--- src/rtl/disp_pkg.sv ---
`default_nettype none
// ============================================================================
// Module      : disp_pkg
// Description : Shared constants for the six-digit display scanner:
//               active-low segment patterns, field-select codes, slot indices.
// Revision    : 1.0 - initial release
// ============================================================================
package disp_pkg;

  typedef logic [3:0] bcd_t;

  // Active-low segment patterns, bit0 = a ... bit6 = g
  localparam logic [6:0] SEG_OFF  = 7'h7F;
  localparam logic [6:0] SEG_DASH = 7'h3F;
  localparam logic [6:0] SEG_0    = 7'h40;
  localparam logic [6:0] SEG_1    = 7'h79;
  localparam logic [6:0] SEG_2    = 7'h24;
  localparam logic [6:0] SEG_3    = 7'h30;
  localparam logic [6:0] SEG_4    = 7'h19;
  localparam logic [6:0] SEG_5    = 7'h12;
  localparam logic [6:0] SEG_6    = 7'h02;
  localparam logic [6:0] SEG_7    = 7'h78;
  localparam logic [6:0] SEG_8    = 7'h00;
  localparam logic [6:0] SEG_9    = 7'h10;

  // Field being set
  localparam logic [1:0] SEL_NONE = 2'b00;
  localparam logic [1:0] SEL_HOUR = 2'b01;
  localparam logic [1:0] SEL_MIN  = 2'b10;
  localparam logic [1:0] SEL_SEC  = 2'b11;

  // Scan slots, left to right
  localparam logic [2:0] SLOT_H10 = 3'd0;
  localparam logic [2:0] SLOT_H1  = 3'd1;
  localparam logic [2:0] SLOT_M10 = 3'd2;
  localparam logic [2:0] SLOT_M1  = 3'd3;
  localparam logic [2:0] SLOT_S10 = 3'd4;
  localparam logic [2:0] SLOT_S1  = 3'd5;

  // Field select code that owns a given slot
  function automatic logic [1:0] slot_field(input logic [2:0] slot);
    case (slot)
      SLOT_H10, SLOT_H1: slot_field = SEL_HOUR;
      SLOT_M10, SLOT_M1: slot_field = SEL_MIN;
      SLOT_S10, SLOT_S1: slot_field = SEL_SEC;
      default:           slot_field = SEL_NONE;
    endcase
  endfunction

endpackage
`default_nettype wire

--- src/rtl/disp_scan6_if.sv ---
`default_nettype none
// ============================================================================
// Module      : disp_scan6_if
// Description : Counter-chain digits and control in, segment/digit pins out.
// Revision    : 1.0 - initial release
// ============================================================================
interface disp_scan6_if;
  import disp_pkg::*;

  logic       ENABLE;
  bcd_t       HOUR10;
  bcd_t       HOUR1;
  bcd_t       MIN10;
  bcd_t       MIN1;
  bcd_t       SEC10;
  bcd_t       SEC1;
  logic [1:0] SET_SEL;
  logic       LZB;
  logic [6:0] SEG;
  logic       DP;
  logic [5:0] DIG;
  logic       FRAME_START;

  // Counter chain / board side
  modport master (
    output ENABLE, HOUR10, HOUR1, MIN10, MIN1, SEC10, SEC1, SET_SEL, LZB,
    input  SEG, DP, DIG, FRAME_START
  );

  // Scanner side
  modport slave (
    input  ENABLE, HOUR10, HOUR1, MIN10, MIN1, SEC10, SEC1, SET_SEL, LZB,
    output SEG, DP, DIG, FRAME_START
  );

endinterface
`default_nettype wire

--- src/rtl/seg7_dec.sv ---
`default_nettype none
// ============================================================================
// Module      : seg7_dec
// Description : BCD to active-low 7-segment decoder; 10-15 show a dash.
// Revision    : 1.0 - initial release
// ============================================================================
module seg7_dec
  import disp_pkg::*;
(
  input  wire bcd_t       bcd_i,
  output logic [6:0]      seg_o
);

  // Pure lookup, non-BCD codes fall through to the dash
  always_comb begin
    case (bcd_i)
      4'd0:    seg_o = SEG_0;
      4'd1:    seg_o = SEG_1;
      4'd2:    seg_o = SEG_2;
      4'd3:    seg_o = SEG_3;
      4'd4:    seg_o = SEG_4;
      4'd5:    seg_o = SEG_5;
      4'd6:    seg_o = SEG_6;
      4'd7:    seg_o = SEG_7;
      4'd8:    seg_o = SEG_8;
      4'd9:    seg_o = SEG_9;
      default: seg_o = SEG_DASH;
    endcase
  end

endmodule
`default_nettype wire

--- src/rtl/disp_scan6.sv ---
`default_nettype none
// ============================================================================
// Module      : disp_scan6
// Description : Six-digit multiplexed 7-segment scanner with frame-coherent
//               snapshot, hour leading-zero blanking and set-field blinking.
// Revision    : 1.0 - initial release
// ============================================================================
module disp_scan6
  import disp_pkg::*;
#(
  parameter int SCAN_DIV     = 50000,
  parameter int BLINK_FRAMES = 64
) (
  input  wire         CLK,
  input  wire         RESET,
  disp_scan6_if.slave bus
);

  localparam int PW = (SCAN_DIV > 1) ? $clog2(SCAN_DIV) : 1;
  localparam int FW = (BLINK_FRAMES > 1) ? $clog2(BLINK_FRAMES) : 1;
  localparam logic [PW-1:0] PRESC_MAX = PW'(SCAN_DIV - 1);
  localparam logic [FW-1:0] FRAME_MAX = FW'(BLINK_FRAMES - 1);

  logic [PW-1:0]   presc_q;
  logic [2:0]      idx_q, idx_d;
  logic [FW-1:0]   frame_q;
  logic            phase_q;
  logic            blink_q;     // blink phase frozen for the frame on screen
  logic [5:0][3:0] snap_q, snap_d;
  logic [6:0]      seg_q, seg_d;
  logic            dp_q, dp_d;
  logic [5:0]      dig_q, dig_d;
  logic            fs_q;

  logic            tick;
  logic            frame_edge;
  logic            blink_act;
  logic [6:0]      dec_seg;
  logic [5:0][3:0] live;

  assign live       = {bus.SEC1, bus.SEC10, bus.MIN1, bus.MIN10, bus.HOUR1, bus.HOUR10};
  assign tick       = bus.ENABLE && (presc_q == PRESC_MAX);
  assign frame_edge = tick && (idx_q == SLOT_S1);
  assign idx_d      = (idx_q == SLOT_S1) ? SLOT_H10 : idx_q + 3'd1;
  // Digit 0 of a new frame must see the value being captured on this edge
  assign snap_d     = frame_edge ? live : snap_q;
  // The phase register flips on the frame edge; the old value governs the new frame
  assign blink_act  = frame_edge ? phase_q : blink_q;

  seg7_dec u_dec (
    .bcd_i (snap_d[idx_d]),
    .seg_o (dec_seg)
  );

  // Next slot's segment/DP/digit pattern, blink blank over leading-zero blank
  always_comb begin
    seg_d = dec_seg;
    if (blink_act && (bus.SET_SEL != SEL_NONE) && (slot_field(idx_d) == bus.SET_SEL))
      seg_d = SEG_OFF;
    else if ((idx_d == SLOT_H10) && bus.LZB && (snap_d[SLOT_H10] == 4'd0))
      seg_d = SEG_OFF;
    dp_d  = !((idx_d == SLOT_H1) || (idx_d == SLOT_M1));
    dig_d = ~(6'd1 << idx_d);
  end

  // Slot prescaler, frozen while scanning is disabled
  always_ff @(posedge CLK) begin
    if (RESET)
      presc_q <= '0;
    else if (bus.ENABLE)
      presc_q <= (presc_q == PRESC_MAX) ? '0 : presc_q + PW'(1);
  end

  // Slot index, frame snapshot and blink timing
  always_ff @(posedge CLK) begin
    if (RESET) begin
      idx_q   <= SLOT_S1;
      snap_q  <= '0;
      frame_q <= '0;
      phase_q <= 1'b0;
      blink_q <= 1'b0;
    end else begin
      if (tick)
        idx_q <= idx_d;
      if (frame_edge) begin
        snap_q  <= live;
        blink_q <= phase_q;
        frame_q <= (frame_q == FRAME_MAX) ? '0 : frame_q + FW'(1);
        if (frame_q == FRAME_MAX)
          phase_q <= ~phase_q;
      end
    end
  end

  // Registered pin drivers, updated together with the slot index
  always_ff @(posedge CLK) begin
    if (RESET) begin
      seg_q <= SEG_OFF;
      dp_q  <= 1'b1;
      dig_q <= 6'h3F;
      fs_q  <= 1'b0;
    end else begin
      fs_q <= frame_edge;
      if (tick) begin
        seg_q <= seg_d;
        dp_q  <= dp_d;
        dig_q <= dig_d;
      end
    end
  end

  assign bus.SEG         = seg_q;
  assign bus.DP          = dp_q;
  assign bus.DIG         = dig_q;
  assign bus.FRAME_START = fs_q & bus.ENABLE;

endmodule
`default_nettype wire

--- src/flat_wrapper.sv ---
// flat-port wrapper written by rule: the top's interface ports become plain ports
module disp_scan6_flat import disp_pkg::*;
#(
  parameter int SCAN_DIV     = 50000,
  parameter int BLINK_FRAMES = 64
)
  (CLK, RESET, bus_ENABLE, bus_HOUR10, bus_HOUR1, bus_MIN10, bus_MIN1, bus_SEC10, bus_SEC1, bus_SET_SEL, bus_LZB, bus_SEG, bus_DP, bus_DIG, bus_FRAME_START);
  disp_scan6_if bus_i ();
  input  wire CLK;
  input  wire RESET;
  input wire logic [$bits(bus_i.ENABLE)-1:0] bus_ENABLE;
  input wire logic [$bits(bus_i.HOUR10)-1:0] bus_HOUR10;
  input wire logic [$bits(bus_i.HOUR1)-1:0] bus_HOUR1;
  input wire logic [$bits(bus_i.MIN10)-1:0] bus_MIN10;
  input wire logic [$bits(bus_i.MIN1)-1:0] bus_MIN1;
  input wire logic [$bits(bus_i.SEC10)-1:0] bus_SEC10;
  input wire logic [$bits(bus_i.SEC1)-1:0] bus_SEC1;
  input wire logic [$bits(bus_i.SET_SEL)-1:0] bus_SET_SEL;
  input wire logic [$bits(bus_i.LZB)-1:0] bus_LZB;
  output wire logic [$bits(bus_i.SEG)-1:0] bus_SEG;
  output wire logic [$bits(bus_i.DP)-1:0] bus_DP;
  output wire logic [$bits(bus_i.DIG)-1:0] bus_DIG;
  output wire logic [$bits(bus_i.FRAME_START)-1:0] bus_FRAME_START;
  assign bus_i.ENABLE = bus_ENABLE;
  assign bus_i.HOUR10 = bus_HOUR10;
  assign bus_i.HOUR1 = bus_HOUR1;
  assign bus_i.MIN10 = bus_MIN10;
  assign bus_i.MIN1 = bus_MIN1;
  assign bus_i.SEC10 = bus_SEC10;
  assign bus_i.SEC1 = bus_SEC1;
  assign bus_i.SET_SEL = bus_SET_SEL;
  assign bus_i.LZB = bus_LZB;
  assign bus_SEG = bus_i.SEG;
  assign bus_DP = bus_i.DP;
  assign bus_DIG = bus_i.DIG;
  assign bus_FRAME_START = bus_i.FRAME_START;
  disp_scan6 #(.SCAN_DIV(SCAN_DIV), .BLINK_FRAMES(BLINK_FRAMES)) u_core (.CLK(CLK), .RESET(RESET), .bus(bus_i));
endmodule
--- config.mk ---
export PLATFORM = sky130hd
export DESIGN_NAME = disp_scan6_flat
export DESIGN_NICKNAME = d
export VERILOG_FILES = /design/src/rtl/disp_pkg.sv /design/src/rtl/disp_scan6_if.sv /design/src/rtl/seg7_dec.sv /design/src/rtl/disp_scan6.sv /design/src/flat_wrapper.sv
export SDC_FILE = /design/constraint.sdc
export NUM_CORES = 1
export LEC_CHECK = 0
export CAP_MARGIN = 20
export CORE_AREA = 5 5 96 98
export DETAILED_ROUTE_END_ITERATION = 10
export DIE_AREA = 0 0 101 103
export PLACE_DENSITY_LB_ADDON = 0.25
export SLEW_MARGIN = 10
export SYNTH_ARGS = -nofsm -noshare
export SYNTH_HDL_FRONTEND = slang
export SYNTH_HIERARCHICAL = 1
export SYNTH_SLANG_ARGS = --single-unit
--- constraint.sdc ---
create_clock -name CLK -period 5.7 [get_ports CLK]
set_clock_uncertainty 0.2 [all_clocks]
set_input_delay 1.14 -clock CLK [delete_from_list [all_inputs] [get_ports CLK]]
set_output_delay 1.14 -clock CLK [all_outputs]
set_load 0.05 [all_outputs]
==> insert_results.sql <==
INSERT INTO impl_metrics (metric_group, metric, value, unit) VALUES
('die', 'die_width', '101', 'um'),
('synth', 'ys_async_sr_fraction', '0', '%'),
('setup_path', 'setup.worst_path.end_class', 'register', ''),
('timing', 'tightest_slew', '0.990', 'ns'),
('finish', 'finalNetCount', '443', ''),
('synth', 'synthFlopType', 'sky130_fd_sc_hd__dfxtp_1', ''),
('hold_path', 'hold_removal_path_class', 'reg -> reg', ''),
('timing', 'finalWorstSetupSlack', '1.23', 'ns'),
('finish', 'drive_above_1_share', '7.54', '%'),
('place', 'placed_cells_incl_taps', '503', ''),
('drt', 'postRouteWirelength', '6830', 'um'),
('drt', 'via_per_inst', '5.09', ''),
('drt', 'drc', '0', ''),
('grt', 'grt_max_degree', '29', ''),
('synth', 'synth_nets', '409', ''),
('grt', 'grt_pass1_wl', '11800', 'um'),
('drt', 'detailroute.via_count', '2643', ''),
('setup_path', 'cp-start-kind', 'primary input', ''),
('cts', 'clock_insertion_delay_worst_skew', '0.34', 'ns'),
('timing', 'fmaxAchievable', '223', 'MHz'),
('setup_path', 'critPathRequiredTime', '5.76', 'ns'),
('cts', 'cts-hold-fix-buffers', '0', ''),
('die', 'initial_utilization', '37.9', '%'),
('cts', 'cts_root_buf', 'sky130_fd_sc_hd__clkbuf_8', ''),
('finish', 'postLayoutCoreUtil', '46.2', '%'),
('synth', 'synth.distinct_cells', '55', ''),
('setup_path', 'crit_arrival', '4.54', 'ns'),
('pwr', 'power.density', '243', 'mW/mm2'),
('cts', 'cts-resized-gates', '0', ''),
('place', 'hpwl', '4730', 'um'),
('die', 'fp.dieArea', '0.0104', 'mm2'),
('setup_path', 'crit_fanout', '28', ''),
('synth', 'netlist.area_leader.share', '41.6', '%'),
('grt', 'first_global_vias', '2552', ''),
('timing', 'finalHoldViolations', '0', ''),
('finish', 'finalNonFillerCells', '519', ''),
('pwr', 'vdd.ir_drop.worst', '0.143', 'mV'),
('die', 'ioPinCount', '45', ''),
('timing', 'fin_crit', '4.47', 'ns'),
('drt', 'avgRoutedWirePerCell', '13.2', 'um'),
('cts', 'tritoncts.num_buffers', '9', ''),
('synth', 'synth_enable_flop_cells', '0', ''),
('drt', 'detail-route-antenna-nets', '0', ''),
('synth', 'post_synthesis_sequential_area_ratio', '41.6', '%'),
('grt', 'gr-total-overflow', '0', ''),
('cts', 'post-cts-setup-buffer-count', '0', ''),
('status', 'status', 'complete, no violations', ''),
('cts', 'clock_sink_count', '66', ''),
('synth', 'synth_top_cell_by_area', 'sky130_fd_sc_hd__dfxtp_1', ''),
('cts', 'tritoncts_clock_tree', 'done', ''),
('timing', 'worst_slew_margin_rel', '33.8', '%'),
('drt', 'initial_drt_markers', '144', ''),
('timing', 'timing.final.max_slew_violations', '0', ''),
('grt', 'grt_util_all_layers', '14.2', '%'),
('die', 'chipHeight', '103', 'um'),
('timing', 'setup_total_negative_slack', '0', 'ns'),
('flow_run', 'timing.max_cap.violations', '0', ''),
('timing', 'post-route-period-util', '78.5', '%'),
('synth', 'synth_area_per_cell', '8.53', 'um2'),
('synth', 'yosys_warnings', '6', ''),
('synth', 'synth_top_cells_by_area', 'sky130_fd_sc_hd__dfxtp_1, sky130_fd_sc_hd__nand2_1, sky130_fd_sc_hd__nor2_1', ''),
('timing', 'whs', '0.250', 'ns'),
('grt', 'number_of_antenna_violations_at_the_first_check_in_global_routing', '0', ''),
('synth', 'synthesis.instances', '372', ''),
('timing', 'rsz_0062_raised_after_global_routing', 'false', ''),
('cts', 'cts-root-to-sink-buffers', '2', ''),
('pwr', 'leakage', '1.41', 'nW'),
('finish', 'diodes', '0', ''),
('synth', 'syn-cell-area', '0.00317', 'mm2'),
('place', 'io_buffers', '44', ''),
('die', 'standard_cell_rows', '34', ''),
('cts', 'cts.reportedPaths.clkPinSlew', '0.08', 'ns'),
('synth', 'synth_seq_cells', '66', ''),
('setup_path', 'path_class', 'in -> reg', ''),
('place', 'place.gp.congestion', '0.819', ''),
('timing', 'finalSetupViolCount', '0', ''),
('die', 'core_box_area', '0.00838', 'mm2'),
('finish', 'areaGrowthSynthToFinish', '22.0', '%'),
('cts', 'ctsHtreeMaxLevel', '3', ''),
('place', 'place_worst_setup_slack', '0.874', 'ns'),
('drt', 'firstDrtPassIters', '4', '');
-- registers in the layout, indices dropped and copies added, names as in the netlist --
name / count
u_core/bus.SEG: 7
u_core/phase_q: 1
u_core/frame_q: 6
u_core/presc_q: 16
u_core/idx_q: 3
u_core/blink_q: 1
u_core/bus.DP: 1
u_core/snap_q: 24
u_core/fs_q: 1
u_core/bus.DIG: 6
-- worst paths after layout --
kind,from,to,slack [ns],cells past startpoint
max,bus_ENABLE,u_core/bus.SEG[4],1.23,13
min,u_core/snap_q[7],u_core/snap_q[7],0.25,2
max reg2reg,u_core/idx_q[0],u_core/bus.SEG[4],1.87,11
min reg2reg,u_core/snap_q[7],u_core/snap_q[7],0.25,2
-- synthesized netlist by cell type (3+ instances only) --
cell type / instances
sky130_fd_sc_hd__o21ai_0: 6
sky130_fd_sc_hd__ha_1: 7
sky130_fd_sc_hd__a211o_1: 3
sky130_fd_sc_hd__or3_1: 5
sky130_fd_sc_hd__a21oi_1: 29
sky130_fd_sc_hd__xor2_1: 12
sky130_fd_sc_hd__nand2b_1: 4
sky130_fd_sc_hd__and2_1: 3
sky130_fd_sc_hd__nor2_1: 46
sky130_fd_sc_hd__nor4_1: 3
sky130_fd_sc_hd__mux4_2: 4
sky130_fd_sc_hd__nand2_1: 59
sky130_fd_sc_hd__nand4_1: 6
sky130_fd_sc_hd__o22ai_1: 4
sky130_fd_sc_hd__o21bai_1: 3
sky130_fd_sc_hd__clkbuf_1: 12
sky130_fd_sc_hd__a21boi_0: 4
sky130_fd_sc_hd__inv_1: 12
sky130_fd_sc_hd__nor3_1: 3
sky130_fd_sc_hd__buf_6: 3
sky130_fd_sc_hd__mux2i_1: 7
sky130_fd_sc_hd__xnor2_1: 7
sky130_fd_sc_hd__dfxtp_1: 66
sky130_fd_sc_hd__and4_1: 6
sky130_fd_sc_hd__a41oi_1: 7
sky130_fd_sc_hd__nand3_1: 9
sky130_fd_sc_hd__buf_2: 6
-- per-layer routing --
layer | vias up | part of all wire (%) | track usage, %
li1 | 1352 | - | -
met1 | 1228 | 47 | 18.6
met2 | 55 | 47 | 22.6
met3 | 8 | 4.6 | 4.33
met4 | 0 | 1.1 | 4.60
met5 | - | 0 | 0
-- metrics by stage --
| stage | power (mW) | instance area (um2) |
|---|---|---|
| CTS | 0.955 | 3870 |
| global route | 0.981 | 3870 |
| finish | 0.942 | 3870 |
| floorplan | 0.487 | 3170 |
| detailed placement | 0.511 | 3650 |
| global placement | 0.511 | 3650 |
-- cells by family after synthesis --
logic type	count (synthesis)	synth area share (%)
AOI/OAI and AO/OA	67	13.3
xor gates and xnor gates	19	5.24
adders and majority gates	7	2.76
buffers and inverters	35	5.09
DFF	66	41.6
muxes	12	5.40
and+or+nand+nor	166	26.5
-- cell type report --
| type | instances | area, um2 |
|---|---|---|
| inverter | 12 | 45.0 |
| fill | 840 | 4510 |
| clock inverter | 7 | 101 |
| timing repair buffer | 46 | 455 |
| multi-input combinational | 271 | 1690 |
| clock buffer | 9 | 124 |
| sequential | 66 | 1320 |
| tap | 108 | 135 |
-- cell usage in the layout, fill, tap and decap left out, types with 6 or more instances in the layout --
| master | Yosys | final |
|---|---|---|
| sky130_fd_sc_hd__dfxtp_1 | 66 | 66 |
| sky130_fd_sc_hd__nand2_1 | 59 | 59 |
| sky130_fd_sc_hd__nor2_1 | 46 | 46 |
| sky130_fd_sc_hd__clkdlybuf4s50_1 | 0 | 44 |
| sky130_fd_sc_hd__a21oi_1 | 29 | 29 |
| sky130_fd_sc_hd__xor2_1 | 12 | 12 |
| sky130_fd_sc_hd__inv_1 | 12 | 12 |
| sky130_fd_sc_hd__clkbuf_8 | 0 | 9 |
| sky130_fd_sc_hd__nand3_1 | 9 | 9 |
| sky130_fd_sc_hd__mux2i_1 | 7 | 7 |
| sky130_fd_sc_hd__xnor2_1 | 7 | 7 |
| sky130_fd_sc_hd__a41oi_1 | 7 | 7 |
| sky130_fd_sc_hd__ha_1 | 7 | 7 |
| sky130_fd_sc_hd__and4_1 | 6 | 6 |
| sky130_fd_sc_hd__nand4_1 | 6 | 6 |
| sky130_fd_sc_hd__o21ai_0 | 6 | 6 |
-- report_power, final --
part | total (mW) | switching (mW) | leakage, nW | internal [mW]
logic | 0.0356 | 0.0139 | 0.766 | 0.0217
registers | 0.464 | 0.00206 | 0.532 | 0.462
clock network | 0.442 | 0.192 | 0.106 | 0.250
total | 0.942 | 0.208 | 1.41 | 0.734
-- critical path, cell delays in order --
cell and delay [ns]:
sky130_fd_sc_hd__clkdlybuf4s50_1 0.60, sky130_fd_sc_hd__and4_1 0.31, sky130_fd_sc_hd__nand4_2 0.16, sky130_fd_sc_hd__or3_1 0.35
sky130_fd_sc_hd__buf_4 0.24, sky130_fd_sc_hd__mux2i_1 0.17, sky130_fd_sc_hd__o22ai_1 0.55, sky130_fd_sc_hd__inv_1 0.19
sky130_fd_sc_hd__ha_1 0.25, sky130_fd_sc_hd__or2b_1 0.22, sky130_fd_sc_hd__a31oi_1 0.16, sky130_fd_sc_hd__inv_1 0.06
sky130_fd_sc_hd__a41oi_1 0.13
Note: power is estimated with default switching activity, not from simulation.
==> patch: new RTL, config.mk and constraints unchanged <==
`SCAN_DIV` is set to 50000 in 2 places; all go to 25000.
--- a/src/rtl/disp_scan6.sv
+++ b/src/rtl/disp_scan6.sv
@@ -9,5 +9,5 @@
   import disp_pkg::*;
 #(
-  parameter int SCAN_DIV     = 50000,
+  parameter int SCAN_DIV     = 25000,
   parameter int BLINK_FRAMES = 64
 ) (
--- a/src/flat_wrapper.sv
+++ b/src/flat_wrapper.sv
@@ -2,5 +2,5 @@
 module disp_scan6_flat import disp_pkg::*;
 #(
-  parameter int SCAN_DIV     = 50000,
+  parameter int SCAN_DIV     = 25000,
   parameter int BLINK_FRAMES = 64
 )
Formal check against the unedited RTL: same outputs for any inputs over 10 cycles, from zero or initial values and one cycle with RESET high; that may be too few to reach the edited logic, so the function may still have changed.
==> patch against the original RTL <==
Area after synthesis shrank 2.8%. Highest routed layer unchanged. Cell area fell by 1.7%. Routed wire length shrank 4.1%. Total power decreased by 0.60%. Setup slack worse by 0.042 ns. Critical path type unchanged. Cell count fell by 0.77%. Critical path depth up 1. Sequential cell count decreased by 1. Register-to-register slack improved by 0.04 ns.
==> patch: results (changes against the original RTL) <==
- Placed Cells: 499 (-0.80%)
- Transition time at the pin with the least slew margin: 0.903 ns (-0.0875 ns)
- Layout buffering overhead excluding clock cells: 0.124 (+0.00595)
- Data arrival time at the worst-slack endpoint: 4.60 ns (+0.06 ns)
- Routed wl met2: 3000 µm (-6.2%)
- Met3 track utilization from global routing: 0.0338 (-0.00947)
- Endpoint of the worst hold path: u_core/snap_q[14]
- Placed wire-length estimate: 4650 µm (-1.6%)
- Worst R2R Setup Slack: 1.91 ns (+0.04 ns)
- Largest fanout of any net on the critical path: 25 (-11%)
- Dpl ws: 0.872 ns (-0.00160 ns)
- Outcome: complete, no violations
- Clock network share of area: 0.0601 (+0.00198)
- Syn nets: 402 (-1.7%)
- Final Routed Wirelength: 6550 µm (-4.1%)
- Proportion of cell area occupied by multi-input gates: 0.429 (-0.00733)
- Number of storage elements in the synthesis netlist: 65 (-1.5%)
- Number of DRC violations after detailed-routing iteration 0: 142 (-1.4%)
- Layout overhead on the synthesized area: 23.4%
- Area of combinational cells with multiple inputs: 1630 µm² (-3.3%)
- Peak supply drop: 0.102 mV (-29%)
- First-pass GRT wire length: 11200 µm (-5.1%)
- Storage cell area: 1300 µm² (-1.5%)
- Worst Hold Slack: 0.254 ns (+0.00393 ns)
- Cell area reported after detailed placement: 3580 µm² (-1.9%)
- Non-clock buffer count in the final layout: 48 (+4.3%)
- Post-synthesis cell count: 365 (-1.9%)
- M1 GR Usage: 0.180 (-0.00619)
- Final weighted congestion in routability-driven placement: 0.889 (+8.6%)
- Layout cells sized above 1: 0.0885 (+0.0130)
- Delay of the slowest cell on the worst path: 0.65 ns (+0.05 ns)
- Clock tree buffer count of the final layout: 11 (+2)
## patch: changes by cell type after synthesis, sizes merged, moves of 4 or more
cell,delta
a41oi,-7
a21oi,+5
xor2,-4
xnor2,+7
and4,-6
or3,-5
nand3,+7
nor4,+5
nor3,+8
## patch: logic make-up (layout without fill, tap and decap cells)
kind of cell    count (synthesis)  in the layout  share of synthesized area
flops                          65             65                      0.422
buf+inv                        32             74                     0.0483
xor+xnor                       22             22                     0.0625
compound gates                 57             57                      0.102
fa+ha+maj                       7              7                     0.0284
mux                            12             12                     0.0552
simple gates                  170            170                      0.282
## patch: report_power, final
group	switching, mW	total [mW]	internal, mW	leakage (nW)
Combinational	0.0141	0.0353	0.0212	0.748
Clock	0.175	0.444	0.269	0.115
Sequential	0.00181	0.457	0.455	0.524
## patch: worst min-delay path, stage by stage (launching register included)
cell and delay, ns:
sky130_fd_sc_hd__dfxtp_1 0.31, sky130_fd_sc_hd__nand2_1 0.05, sky130_fd_sc_hd__a21oi_1 0.05
